File: config.mk
export PLATFORM = sky130hd
export DESIGN_NAME = alu_mul_seq
export DESIGN_NICKNAME = d
export VERILOG_FILES = /design/src/rtl/alu_mul_seq.sv
export SDC_FILE = /design/constraint.sdc
export NUM_CORES = 1
export LEC_CHECK = 0
export ABC_AREA = 1
export BUFFER_PORTS_ARGS = -buffer_cell sky130_fd_sc_hd__buf_2
export CELL_PAD_IN_SITES_DETAIL_PLACEMENT = 0
export CELL_PAD_IN_SITES_GLOBAL_PLACEMENT = 1
export CORE_MARGIN = 5
export CORE_UTILIZATION = 38
export DETAILED_ROUTE_END_ITERATION = 7
export GPL_ROUTABILITY_DRIVEN = 0
export PLACE_DENSITY_LB_ADDON = 0.1
export SYNTH_ARGS = -nofsm -noshare
export SYNTH_HDL_FRONTEND = slang
export SYNTH_SLANG_ARGS = --single-unit
File: constraint.sdc
create_clock -name clk -period 2.05 [get_ports clk]
set_input_delay 0.205 -clock clk [delete_from_list [all_inputs] [get_ports clk]]
set_output_delay 0.205 -clock clk [all_outputs]
set_load 0.02 [all_outputs]
File: src/rtl/alu_mul_seq.sv
// Sequential shift-and-add multiplier that borrows a shared external ALU for
// every add and shift; one ALU operation per cycle, three cycles per iteration.
module alu_mul_seq #(
  parameter int         WIDTH  = 16,
  parameter logic [1:0] OP_ADD = 2'd0,
  parameter logic [1:0] OP_SHL = 2'd1,
  parameter logic [1:0] OP_SHR = 2'd2
) (
  input  logic             clk,
  input  logic             rst_n,
  input  logic             start,
  input  logic [WIDTH-1:0] a,
  input  logic [WIDTH-1:0] b,
  output logic             busy,
  output logic             done,
  output logic [WIDTH-1:0] product,
  output logic [1:0]       alu_fs,
  output logic [WIDTH-1:0] alu_a,
  output logic [WIDTH-1:0] alu_b,
  input  logic [WIDTH-1:0] alu_c
);

  localparam int CNT_W = $clog2(WIDTH) + 1;

  typedef enum logic [2:0] {
    IDLE,
    ADD,
    SHL,
    SHR,
    DONE
  } state_t;

  state_t             state;
  state_t             state_nxt;
  logic [WIDTH-1:0]   acc;
  logic [WIDTH-1:0]   mcand;
  logic [WIDTH-1:0]   mplier;
  logic [CNT_W-1:0]   cnt;
  logic               last_iter;

  // Stop once the shifted multiplier runs out of set bits, or after WIDTH passes.
  assign last_iter = (alu_c == '0) || (cnt == CNT_W'(WIDTH - 1));

  always_comb begin
    state_nxt = state;
    alu_fs    = OP_ADD;
    alu_a     = '0;
    alu_b     = '0;
    busy      = 1'b0;
    done      = 1'b0;
    case (state)
      IDLE: begin
        if (start) state_nxt = ADD;
      end
      ADD: begin
        busy      = 1'b1;
        alu_a     = acc;
        alu_b     = mcand;
        state_nxt = SHL;
      end
      SHL: begin
        busy      = 1'b1;
        alu_fs    = OP_SHL;
        alu_a     = mcand;
        state_nxt = SHR;
      end
      SHR: begin
        busy      = 1'b1;
        alu_fs    = OP_SHR;
        alu_a     = mplier;
        state_nxt = last_iter ? DONE : ADD;
      end
      DONE: begin
        done      = 1'b1;
        state_nxt = start ? ADD : IDLE;
      end
      default: state_nxt = IDLE;
    endcase
  end

  always_ff @(posedge clk or negedge rst_n) begin
    if (!rst_n) begin
      state   <= IDLE;
      acc     <= '0;
      mcand   <= '0;
      mplier  <= '0;
      cnt     <= '0;
      product <= '0;
    end else begin
      state <= state_nxt;
      case (state)
        IDLE, DONE: begin
          if (start) begin
            mcand  <= a;
            mplier <= b;
            acc    <= '0;
            cnt    <= '0;
          end
        end
        ADD: begin
          if (mplier[0]) acc <= alu_c;
        end
        SHL: begin
          mcand <= alu_c;
        end
        SHR: begin
          mplier <= alu_c;
          cnt    <= cnt + CNT_W'(1);
          if (last_iter) product <= acc;
        end
        default: ;
      endcase
    end
  end

endmodule

==> results of run 1 <==
-- state kept, by name, indices dropped and copies added, names as in the netlist --
name,count
mcand,16
cnt,5
state,3
acc,16
mplier,16
product,16
-- final timing paths --
kind                       slack (ns)                     end              startpoint  cells past startpoint
max in group asynchronous        1.09    state[1]$_DFFE_PN0P_                   rst_n                      3
min                              0.11  mplier[12]$_DFFE_PN0P_                   b[12]                      3
max reg2reg                      0.20      acc[7]$_DFFE_PN0P_    state[2]$_DFFE_PN0P_                      7
min reg2reg                      0.47  product[7]$_DFFE_PN0P_  product[7]$_DFFE_PN0P_                      2
max                              0.06               alu_a[15]    state[2]$_DFFE_PN0P_                      5
min in group asynchronous        0.39  product[2]$_DFFE_PN0P_                   rst_n                      2
-- repair_timing --
action	in CTS	in global routing
resized for setup	2	4
cloned	0	0
pin swaps	1	1
endpoints found under the setup margin	30	15
buffers inserted	2	0
endpoints found under the hold margin	38	0
hold buffers	1	0
-- area by class of cell --
type / count / area (sq um)
clock buffer: 10 / 138
clock inverter: 6 / 82.6
fill: 955 / 4690
inverter: 55 / 216
multi-input combinational: 278 / 1390
sequential: 72 / 1800
tap: 111 / 139
timing repair buffer: 120 / 688
-- per-stage QoR --
stage	hold WS (ns)	utilization
3_3_place_gp	0.230	0.459
3_5_place_dp	0.234	0.459
2_1_floorplan	-0.0906	-
5_1_grt	0.123	0.487
6_report	0.111	0.487
4_1_cts	0.103	0.486
-- cells by family (layout without fill, tap and decap cells) --
kind of cell    after synthesis  count (layout)  share of synthesized area
buf+inv                      81             191                      0.102
compound gates              105             105                      0.182
simple gates                171             171                      0.200
flops                        72              72                      0.508
fa+ha+maj                     2               2                    0.00706
-- critical path, delay by kind of cell (launching register included) --
kind	cells	cell delay, ns
flip-flops	1	0.43
buffers and inverters	3	0.58
AO/OA/AOI/OAI	1	0.26
AND/OR/NAND/NOR	1	0.17
-- layout by cell type (no fill, tap or decap), types with 3 or more instances in the layout --
| cell | synthesis | routed |
|---|---|---|
| buf_12 | 0 | 3 |
| inv_1 | 50 | 50 |
| dfrtp_1 | 72 | 71 |
| nand2_1 | 85 | 84 |
| o22ai_1 | 14 | 14 |
| o221ai_1 | 16 | 16 |
| o21ai_0 | 6 | 6 |
| clkbuf_8 | 0 | 10 |
| nor2_1 | 48 | 47 |
| o21ai_1 | 48 | 48 |
| nand3_1 | 31 | 31 |
| clkinv_2 | 0 | 3 |
| buf_2 | 14 | 101 |
| buf_4 | 7 | 15 |
| o211ai_1 | 16 | 16 |
| inv_2 | 4 | 3 |
| a21oi_1 | 4 | 4 |
-- power breakdown --
group          switching, uW  total, uW  internal, uW
clock                    550       1260           712
sequential               286       2250          1960
combinational           2490       3760          1270
-- per-layer routing --
metal | GRT usage | vias up | routed length, um
li1 | - | 1648 | -
met1 | 0.277 | 1604 | 4940
met2 | 0.320 | 109 | 5130
met3 | 0.0319 | 14 | 625
met4 | 0.0639 | 0 | 187
met5 | 0 | - | 0
==> metrics.md, run 1 <==
| Metric | Value |
|---|---|
| Status | `complete, no violations` |
| Ys Warns | `0` |
| CP startpoint kind | `register` |
| RSZ-0062 raised after global routing | `true` |
| Setup violations, final | `0` |
| Leading area contributor after synthesis | `dfrtp_1` |
| Power consumption | `around 7300 uW` |
| Worst EP required | `roughly 1.9 ns` |
| Largest net degree at the start of global routing | `41` |
| Mapped Avg Cell Area | `just over 8 sq um` |
| Pleak | `between 0.002 and 0.0025 uW` |
| Core footprint | `just over 9000 sq um` |
| Clock sink total | `72` |
| Placed inst area | `between 4000 and 5000 sq um` |
| MaxCap Viol Count | `0` |
| Final-stage net count | `between 500 and 600` |
| Drt wl/cell | `roughly 17 um` |
| DP HPWL | `between 8000 and 9000 um` |
| Synth top cells by count | `nand2_1, dfrtp_1, inv_1` |
| Tightest Pin Transition | `around 0.54 ns` |
| Post-route antenna net violation count | `0` |
| Period utilization | `0.969` |
| Setup WS post-layout | `between 0.06 and 0.07 ns` |
| Number of placed I/O pins | `103` |
| Clock-pin slew on the worst setup and hold paths | `~0.09 ns` |
| Syn Std Cell Area | `approximately 3500 sq um` |
| Routed wire length | `about 11000 um` |
| Worst path cell trace | `inv_1 -> nand3_2 -> buf_4 -> o221ai_1 -> buf_2` |
| Worst Path Arrival | `approximately 1.8 ns` |
| Slew Limit Fails | `0` |
| Number of synthesized flops with an enable pin | `0` |
| GRT Util Overall | `0.199` |
| CP peak stage delay | `0.43 ns` |
| Vias per cell | `just over 5` |
| 1st-pass router iterations | `6` |
| Placed Instances | `about 630` |
| Syn_nets | `approximately 480` |
| Die H | `107 um` |
| Via count of the first global-routing pass | `3408` |
| Register bit total from synthesis | `72` |
| Final setup TNS | `0 ns` |
| Async set-or-reset flop fraction in the synthesized netlist | `1.00` |
| Critical Path Fanout Max | `10` |
| Max-slew headroom | `0.638` |
| CTS root buf | `clkbuf_8` |
| Pwr dens | `roughly 1600 nW/um^2` |
| Final Hold Viols | `0` |
| Synthesized instance count | `about 430` |
| Most numerous cell in the Yosys netlist | `nand2_1` |
| Critical path class | `reg -> out` |
| Layout overhead on the synthesized area | `25.8%` |
| CP max stage cell | `dfrtp_1` |
| Area of the die | `between 10000 and 15000 sq um` |
| Drt drc | `0` |
| Main area contributors after synthesis | `dfrtp_1, nand2_1, o21ai_1` |
| Ys flop type | `dfrtp_1` |
| FP Rows | `35` |
| Yosys top cell area share | `0.508` |
| Overflow after GRT | `0` |
| CTS tree | `built` |
| Path type of the worst min-delay path | `in -> reg` |
| Initial core utilization | `0.387` |
| First-iteration detailed-routing DRC count | `approximately 150` |
| Peak VDD IR | `about 730 uV` |
| Fmax | `approximately 0.5 GHz` |
| Netlist cell types | `26` |
| DR vias | `roughly 3.4k` |
| Diode count | `0` |
| Initial antenna violation count | `0` |
| Period minus WS final | `1.99 ns` |
| Post-synthesis sequential area ratio | `0.508` |
| Max Clock Skew | `~0.015 ns` |
| Final Instance Area | `roughly 4500 sq um` |
| CTS Buffer Depth | `2` |
| Num CTS Buffers | `9` |
| Latest clock arrival within the worst-skew pair | `0.35 ns` |
| Pre-CTS setup slack | `around 0.21 ns` |
| Critical Path Sink Type | `output pin` |
| H-tree lvl count | `3` |
| First-pass GRT wire length | `around 18000 um` |
| Die Wd | `roughly 110 um` |
| Fin cells | `around 650` |
| Layout cells sized above 1 | `0.275` |
| IO Port Bufs | `roughly 100` |
(Power assumes the default switching activity.)
==> inputs of run 2 (changes only) <==
ABC_AREA = unset   (was 1)
CORE_UTILIZATION = 40   (was 38)
==> run 2 against run 1 <==
Via count is 13% higher. Die area grew 11%. Critical path depth increased by 1. Synthesized area up 18%. Sequential power is 7% higher. Clock power rose by 4%. Sequential cell count did not move. Routed wire length increased by 15%. Register-to-register slack better by 0.10 ns. Largest power group unchanged. Synthesized cell count grew 15%. Cell area increased by 16%. Non-clock buffer count is 9 higher.
==> metrics.md, run 2 <==
| Metric | Value |
|---|---|
| Main area contributors after synthesis | `dfrtp_1, nand2_1, and2_1 (was dfrtp_1, nand2_1, o21ai_1)` |
| Syn Std Cell Area | `4180 sq um (was 3540 sq um)` |
| Via count of the first global-routing pass | `3886 (was 3408)` |
| Overflow after GRT | `0 (unchanged)` |
| CP bufs+invs | `4 (was 3)` |
| Num CTS Buffers | `9 (unchanged)` |
| Vias per cell | `5.25 (was 5.18)` |
| Die Wd | `112 um (was 107 um)` |
| Most numerous cell in the Yosys netlist | `nand2_1 (unchanged)` |
| Latest clock arrival within the worst-skew pair | `0.34 ns (was 0.35 ns)` |
| Placed Instances | `713 (was 633)` |
| 1st-pass router iterations | `4 (was 6)` |
| Peak VDD IR | `800 uV (was 729 uV)` |
| Die H | `112 um (was 107 um)` |
| Setup violations, final | `0 (unchanged)` |
| Crit path from | `state[2]$_DFFE_PN0P_ (unchanged)` |
| CP startpoint kind | `register (unchanged)` |
| Final-stage net count | `642 (was 589)` |
| Critical Path Sink Type | `output pin (unchanged)` |
| Critical path class | `reg -> out (unchanged)` |
| Routed wire length | `12500 um (was 10900 um)` |
| Synthesized instance count | `494 (was 431)` |
| First-iteration detailed-routing DRC count | `286 (was 153)` |
| Ys flop type | `dfrtp_1 (unchanged)` |
| Register bit total from synthesis | `72 (unchanged)` |
| Max-slew headroom | `0.703 (was 0.638)` |
| Period utilization | `0.950 (was 0.969)` |
| H-tree lvl count | `3 (unchanged)` |
| FP Rows | `37 (was 35)` |
| Final Hold Viols | `0 (unchanged)` |
| Post-route antenna net violation count | `0 (unchanged)` |
| Fin cells | `730 (was 652)` |
| Commonest cells after routing, fill and taps aside | `nand2_1, buf_2, dfrtp_1, nor2_1, and2_1 (was buf_2, nand2_1, dfrtp_1, inv_1, o21ai_1)` |
| Ys Warns | `0 (unchanged)` |
| Area of the multi-input gates | `2180 sq um (was 1390 sq um)` |
| Diode count | `0 (unchanged)` |
| Cell mode on critical path | `buf_4` |
| Tightest Pin Transition | `0.446 ns (was 0.542 ns)` |
| IO Port Bufs | `102 (unchanged)` |
| Pwr dens | `1510 nW/um^2 (was 1630 nW/um^2)` |
| Leading area contributor after synthesis | `dfrtp_1 (unchanged)` |
| Clock-pin slew on the worst setup and hold paths | `0.08 ns (was 0.09 ns)` |
| CTS Buffer Depth | `2 (unchanged)` |
| Initial core utilization | `0.406 (was 0.387)` |
| DP HPWL | `8820 um (was 8050 um)` |
| CP peak stage delay | `0.40 ns (was 0.43 ns)` |
| Critical Path Fanout Max | `20 (was 10)` |
| Layout overhead on the synthesized area | `24.3% (was 25.8%)` |
| Yosys top cell area share | `0.431 (was 0.508)` |
| Worst EP required | `1.85 ns (about the same)` |
| GRT Util Overall | `0.202 (was 0.199)` |
| Setup Buffers After CTS | `0 (was 2)` |
| Final Instance Area | `5190 sq um (was 4460 sq um)` |
| FF/Latch Area | `1800 sq um (about the same)` |
| Synth top cells by count | `nand2_1, dfrtp_1, nor2_1 (was nand2_1, dfrtp_1, inv_1)` |
| Status | `complete, no violations (unchanged)` |
| CTS tree | `built (unchanged)` |
| Pleak | `0.00233 uW (was 0.00235 uW)` |
| Most common cell after layout, fill and taps aside | `nand2_1 (was buf_2)` |
| Area of the die | `12600 sq um (was 11400 sq um)` |
| Number of placed I/O pins | `103 (unchanged)` |
| Crit-path leading delay family | `buffers and inverters (unchanged)` |
| MaxCap Viol Count | `0 (unchanged)` |
| Number of synthesized flops with an enable pin | `0 (unchanged)` |
| Drt wl/cell | `17.1 um (was 16.7 um)` |
| Max Clock Skew | `0.0106 ns (was 0.0151 ns)` |
| Placed inst area | `4930 sq um (was 4200 sq um)` |
| Mapped Avg Cell Area | `8.45 sq um (was 8.22 sq um)` |
| Period minus WS final | `1.95 ns (was 1.99 ns)` |
| CP max stage cell | `dfrtp_1 (unchanged)` |
| Reg2Reg Launch Point | `state[1]$_DFFE_PN0P_ (was state[2]$_DFFE_PN0P_)` |
| Slew Limit Fails | `0 (unchanged)` |
| Initial antenna violation count | `1 (was 0)` |
| Path type of the worst min-delay path | `in -> reg (unchanged)` |
| First-pass GRT wire length | `20700 um (was 17700 um)` |
| Core footprint | `10300 sq um (was 9150 sq um)` |
| Syn_nets | `547 (was 484)` |
| Drt drc | `0 (unchanged)` |
| Filler cells | `1027 (was 955)` |
| Largest net degree at the start of global routing | `44 (was 41)` |
| Worst path cell trace | `buf_4 -> buf_4 -> nor2_1 -> buf_4 -> and2_1 -> buf_2 (was inv_1 -> nand3_2 -> buf_4 -> o221ai_1 -> buf_2)` |
| Worst Path Arrival | `1.74 ns (was 1.78 ns)` |
| HP Start | `a[11] (was b[12])` |
| Async set-or-reset flop fraction in the synthesized netlist | `1.00 (unchanged)` |
| Power consumption | `7820 uW (was 7270 uW)` |
| DR vias | `3829 (was 3375)` |
| Clock sink total | `72 (unchanged)` |
| CTS root buf | `clkbuf_8 (unchanged)` |
| Post-synthesis sequential area ratio | `0.431 (was 0.508)` |
| Netlist cell types | `33 (was 26)` |
| Fmax | `0.513 GHz (was 0.503 GHz)` |
| Layout cells sized above 1 | `0.285 (was 0.275)` |
==> run 2: cell count changes after synthesis, sizes merged, moves of 25 or more <==
cell	previous run	this run
nand2	88	113
a31oi	0	32
nand3	32	2
clkbuf	2	40
o21ai	54	18
inv	55	6
and2	0	33
==> run 2: worst paths after layout <==
kind                                            to  slack (ns)  depth (start not counted)
max                                      alu_b[14]        0.10                          6
max reg2reg                  mplier[4]$_DFFE_PN0P_        0.30                          5
min                          mcand[11]$_DFFE_PN0P_        0.11                          3
min in group asynchronous  product[13]$_DFFE_PN0P_        0.34                          2
max in group asynchronous     state[0]$_DFFE_PN0P_        1.11                          3
min reg2reg                     cnt[4]$_DFFE_PN0P_        0.49                          1
==> run 2: what timing repair did <==
action / CTS / global route
setup endpoints to repair: 1 / 33
hold buffers: 1 / 0
hold endpoints to repair: 29 / 0
gates resized for setup: 1 / 7
==> run 2: area by class of cell <==
cell class                      instances  area share
Clock buffer                           12      0.0299
Clock inverter                          4      0.0147
Sequential cell                        72       0.347
Tap cell                              136      0.0328
Inverter                                6     0.00434
Multi-Input combinational cell        371       0.420
Timing Repair Buffer                  129       0.151
==> run 2: metrics by stage <==
stage / worst slack [ns] / hold WS [ns] / TNS, ns / utilization
2_1_floorplan: 0.164 / -0.0906 / 0 / -
3_3_place_gp: 0.162 / 0.182 / 0 / 0.480
3_5_place_dp: 0.128 / 0.176 / 0 / 0.480
4_1_cts: 0.0182 / 0.0917 / 0 / 0.504
5_1_grt: -0.000480 / 0.110 / -0.000480 / 0.505
6_report: 0.102 / 0.106 / 0 / 0.505
==> run 2: cells by family after synthesis <==
logic type / Yosys count / share of synthesized area
adders and majority gates: 2 / 0.00599
AOI/OAI and AO/OA: 103 / 0.169
DFF: 72 / 0.431
buffers and inverters: 51 / 0.0515
muxes: 35 / 0.0890
and+or+nand+nor: 231 / 0.253
==> run 2: worst min-delay path, delay by kind of cell <==
family                 cells  cell delay, ns
AND/OR/NAND/NOR            1            0.05
buffers and inverters      1            0.10
AO/OA/AOI/OAI              1            0.07
==> run 2: where the power goes <==
part | switching, uW | total [uW] | internal (uW)
clock network | 550 | 1310 | 755
logic | 2410 | 4100 | 1690
registers | 448 | 2410 | 1960
total | 3410 | 7820 | 4410
==> run 2: per-layer routing <==
metal | GRT usage | up-vias | routed length, um
met5 | 0 | - | 11
met3 | 0.0356 | 11 | 617
met4 | 0.0497 | 2 | 98
met1 | 0.309 | 1814 | 6400
li1 | - | 1901 | -
met2 | 0.293 | 101 | 5360
==> inputs of run 3 (changes only) <==
RECOVER_POWER = 25   (was unset)
==> run 3 against run 2 <==
First-iteration DRC count is the same. Clock power is essentially flat. Register-to-register slack is essentially flat. Critical endpoint unchanged. Hold slack is essentially flat. Final cell count is the same. Sequential power is essentially flat. Routed wire length is essentially flat. Sequential share of layout area grew 0.10 points. Critical path depth is the same. Setup slack is essentially flat. Clock-buffer cell count is the same.
==> metrics.md, run 3 (synthesized netlist as in run 2, its figures left out) <==
| Metric | Value |
|---|---|
| Status | `complete, no violations (unchanged)` |
| CTS tree | `built (unchanged)` |
| Latest clock arrival within the worst-skew pair | `0.34 ns (about the same)` |
| Setup violations, final | `0 (unchanged)` |
| Clock sink total | `72 (unchanged)` |
| Diode count | `0 (unchanged)` |
| Initial antenna violation count | `1 (unchanged)` |
| Period minus WS final | `1.95 ns (about the same)` |
| Pleak | `0.00232 uW (was 0.00233 uW)` |
| Post-route antenna net violation count | `0 (unchanged)` |
| Tightest Pin Transition | `0.813 ns (was 0.446 ns)` |
| First-iteration detailed-routing DRC count | `286 (unchanged)` |
| IO Port Bufs | `102 (unchanged)` |
| CTS Buffer Depth | `2 (unchanged)` |
| Most common cell after layout, fill and taps aside | `nand2_1 (unchanged)` |
| CP startpoint kind | `register (unchanged)` |
| DR vias | `3827 (was 3829)` |
| Area of the multi-input gates | `2180 sq um (unchanged)` |
| Critical path class | `reg -> out (unchanged)` |
| GRT Util Overall | `0.202 (unchanged)` |
| WHS | `0.106 ns (about the same)` |
| Num CTS Buffers | `9 (unchanged)` |
| FP Rows | `37 (unchanged)` |
| FF/Latch Area | `1800 sq um (unchanged)` |
| Via count of the first global-routing pass | `3886 (unchanged)` |
| Reg2Reg Depth | `5 (unchanged)` |
| Final Instance Area | `5180 sq um (was 5190 sq um)` |
| Filler cells | `1027 (unchanged)` |
| DP HPWL | `8820 um (unchanged)` |
| 1st-pass router iterations | `4 (unchanged)` |
| CTS root buf | `clkbuf_8 (unchanged)` |
| Period utilization | `0.950 (about the same)` |
| Commonest cells after routing, fill and taps aside | `nand2_1, buf_2, dfrtp_1, nor2_1, and2_1 (unchanged)` |
| Area of the die | `12600 sq um (unchanged)` |
| Critical Path Sink Type | `output pin (unchanged)` |
| Overflow after GRT | `0 (unchanged)` |
| MaxCap Viol Count | `0 (unchanged)` |
| First-pass GRT wire length | `20700 um (unchanged)` |
| Fmax | `0.513 GHz (about the same)` |
| Largest net degree at the start of global routing | `44 (unchanged)` |
| Layout overhead on the synthesized area | `24.0% (was 24.3%)` |
| Slew Limit Fails | `0 (unchanged)` |
| Path type of the worst min-delay path | `in -> reg (unchanged)` |
| H-tree lvl count | `3 (unchanged)` |
| Die H | `112 um (unchanged)` |
| Critical Path Fanout Max | `20 (unchanged)` |
| Drt wl/cell | `17.1 um (about the same)` |
| Final setup TNS | `0 ns (unchanged)` |
| Worst EP required | `1.85 ns (about the same)` |
| Worst Path Arrival | `1.74 ns (about the same)` |
| Final Hold Viols | `0 (unchanged)` |
| Number of placed I/O pins | `103 (unchanged)` |
| Final-stage net count | `642 (unchanged)` |
| Setup Buffers After CTS | `0 (unchanged)` |
| Die Wd | `112 um (unchanged)` |
| Peak VDD IR | `800 uV (about the same)` |
| Clock-pin slew on the worst setup and hold paths | `0.08 ns (about the same)` |
| Max-slew headroom | `0.458 (was 0.703)` |
| Layout cells sized above 1 | `0.285 (unchanged)` |
| Initial core utilization | `0.406 (unchanged)` |
| Routed wire length | `12500 um (about the same)` |
| Hold path cells | `3 (unchanged)` |
| Pwr dens | `1510 nW/um^2 (about the same)` |
| Placed inst area | `4930 sq um (unchanged)` |
| Vias per cell | `5.24 (was 5.25)` |
| Core footprint | `10300 sq um (unchanged)` |
| Max Clock Skew | `0.0106 ns (about the same)` |
| Drt drc | `0 (unchanged)` |
[run 3: cell count changes in the layout (fill, tap and decap cells not counted), sizes merged]
cell    before  now
buf        128  126
clkbuf      12   14
[run 3: power by group]
part           leakage [uW]  switching [uW]  internal (uW)
clock network      0.000113             550            755
registers          0.000809             448           1960
logic               0.00140            2410           1690
total               0.00232            3410           4410
[run 3: worst paths after layout]
path                            slack [ns]                       to                  from
worst min register to register        0.49       cnt[4]$_DFFE_PN0P_    cnt[4]$_DFFE_PN0P_
worst max-delay path                  0.10                alu_b[14]  state[2]$_DFFE_PN0P_
worst min-delay path                  0.11    mcand[11]$_DFFE_PN0P_                 a[11]
min in group asynchronous             0.47  product[13]$_DFFE_PN0P_                 rst_n
worst max register to register        0.30    mplier[4]$_DFFE_PN0P_  state[1]$_DFFE_PN0P_
max in group asynchronous             0.36     state[0]$_DFFE_PN0P_                 rst_n
[run 3: area by class of cell]
| type | instances | share of cell area |
|---|---|---|
| multi-input cells | 371 | 0.421 |
| flip-flops and latches | 72 | 0.348 |
| repair buffers | 129 | 0.148 |
| well taps | 136 | 0.0329 |
| clock buffers | 12 | 0.0300 |
| clock inverters | 4 | 0.0147 |
| inverters | 6 | 0.00435 |
[run 3: stage by stage]
step	utilization	worst slack [ns]	cells	total power (uW)
2_1_floorplan	-	0.164	494	5090
3_3_place_gp	0.480	0.162	713	6460
3_5_place_dp	0.480	0.128	713	6500
4_1_cts	0.504	0.0182	730	7840
5_1_grt	0.504	-0.000480	730	8420
6_report	0.504	0.102	730	7820
[run 3: timing repair]
| action | 4_1_cts | 5_1_grt |
|---|---|---|
| resized for setup | 1 | 7 |
| setup endpoints to repair | 1 | 33 |
| hold buffers | 1 | 0 |
| hold endpoints to repair | 29 | 0 |
[run 3: worst max-delay path: stages (launching register included)]
cell and delay, ns:
dfrtp_1 0.40, buf_4 0.16, buf_4 0.20, nor2_1 0.13, buf_4 0.21, and2_1 0.15
buf_2 0.16
[run 3: layer usage]
layer  vias to the layer above  track usage  part of all wire
li1                       1901            -                 -
met1                      1812        0.309              0.51
met2                       101        0.293              0.43
met3                        11       0.0356             0.049
met4                         2       0.0497            0.0078
met5                         -            0           0.00088
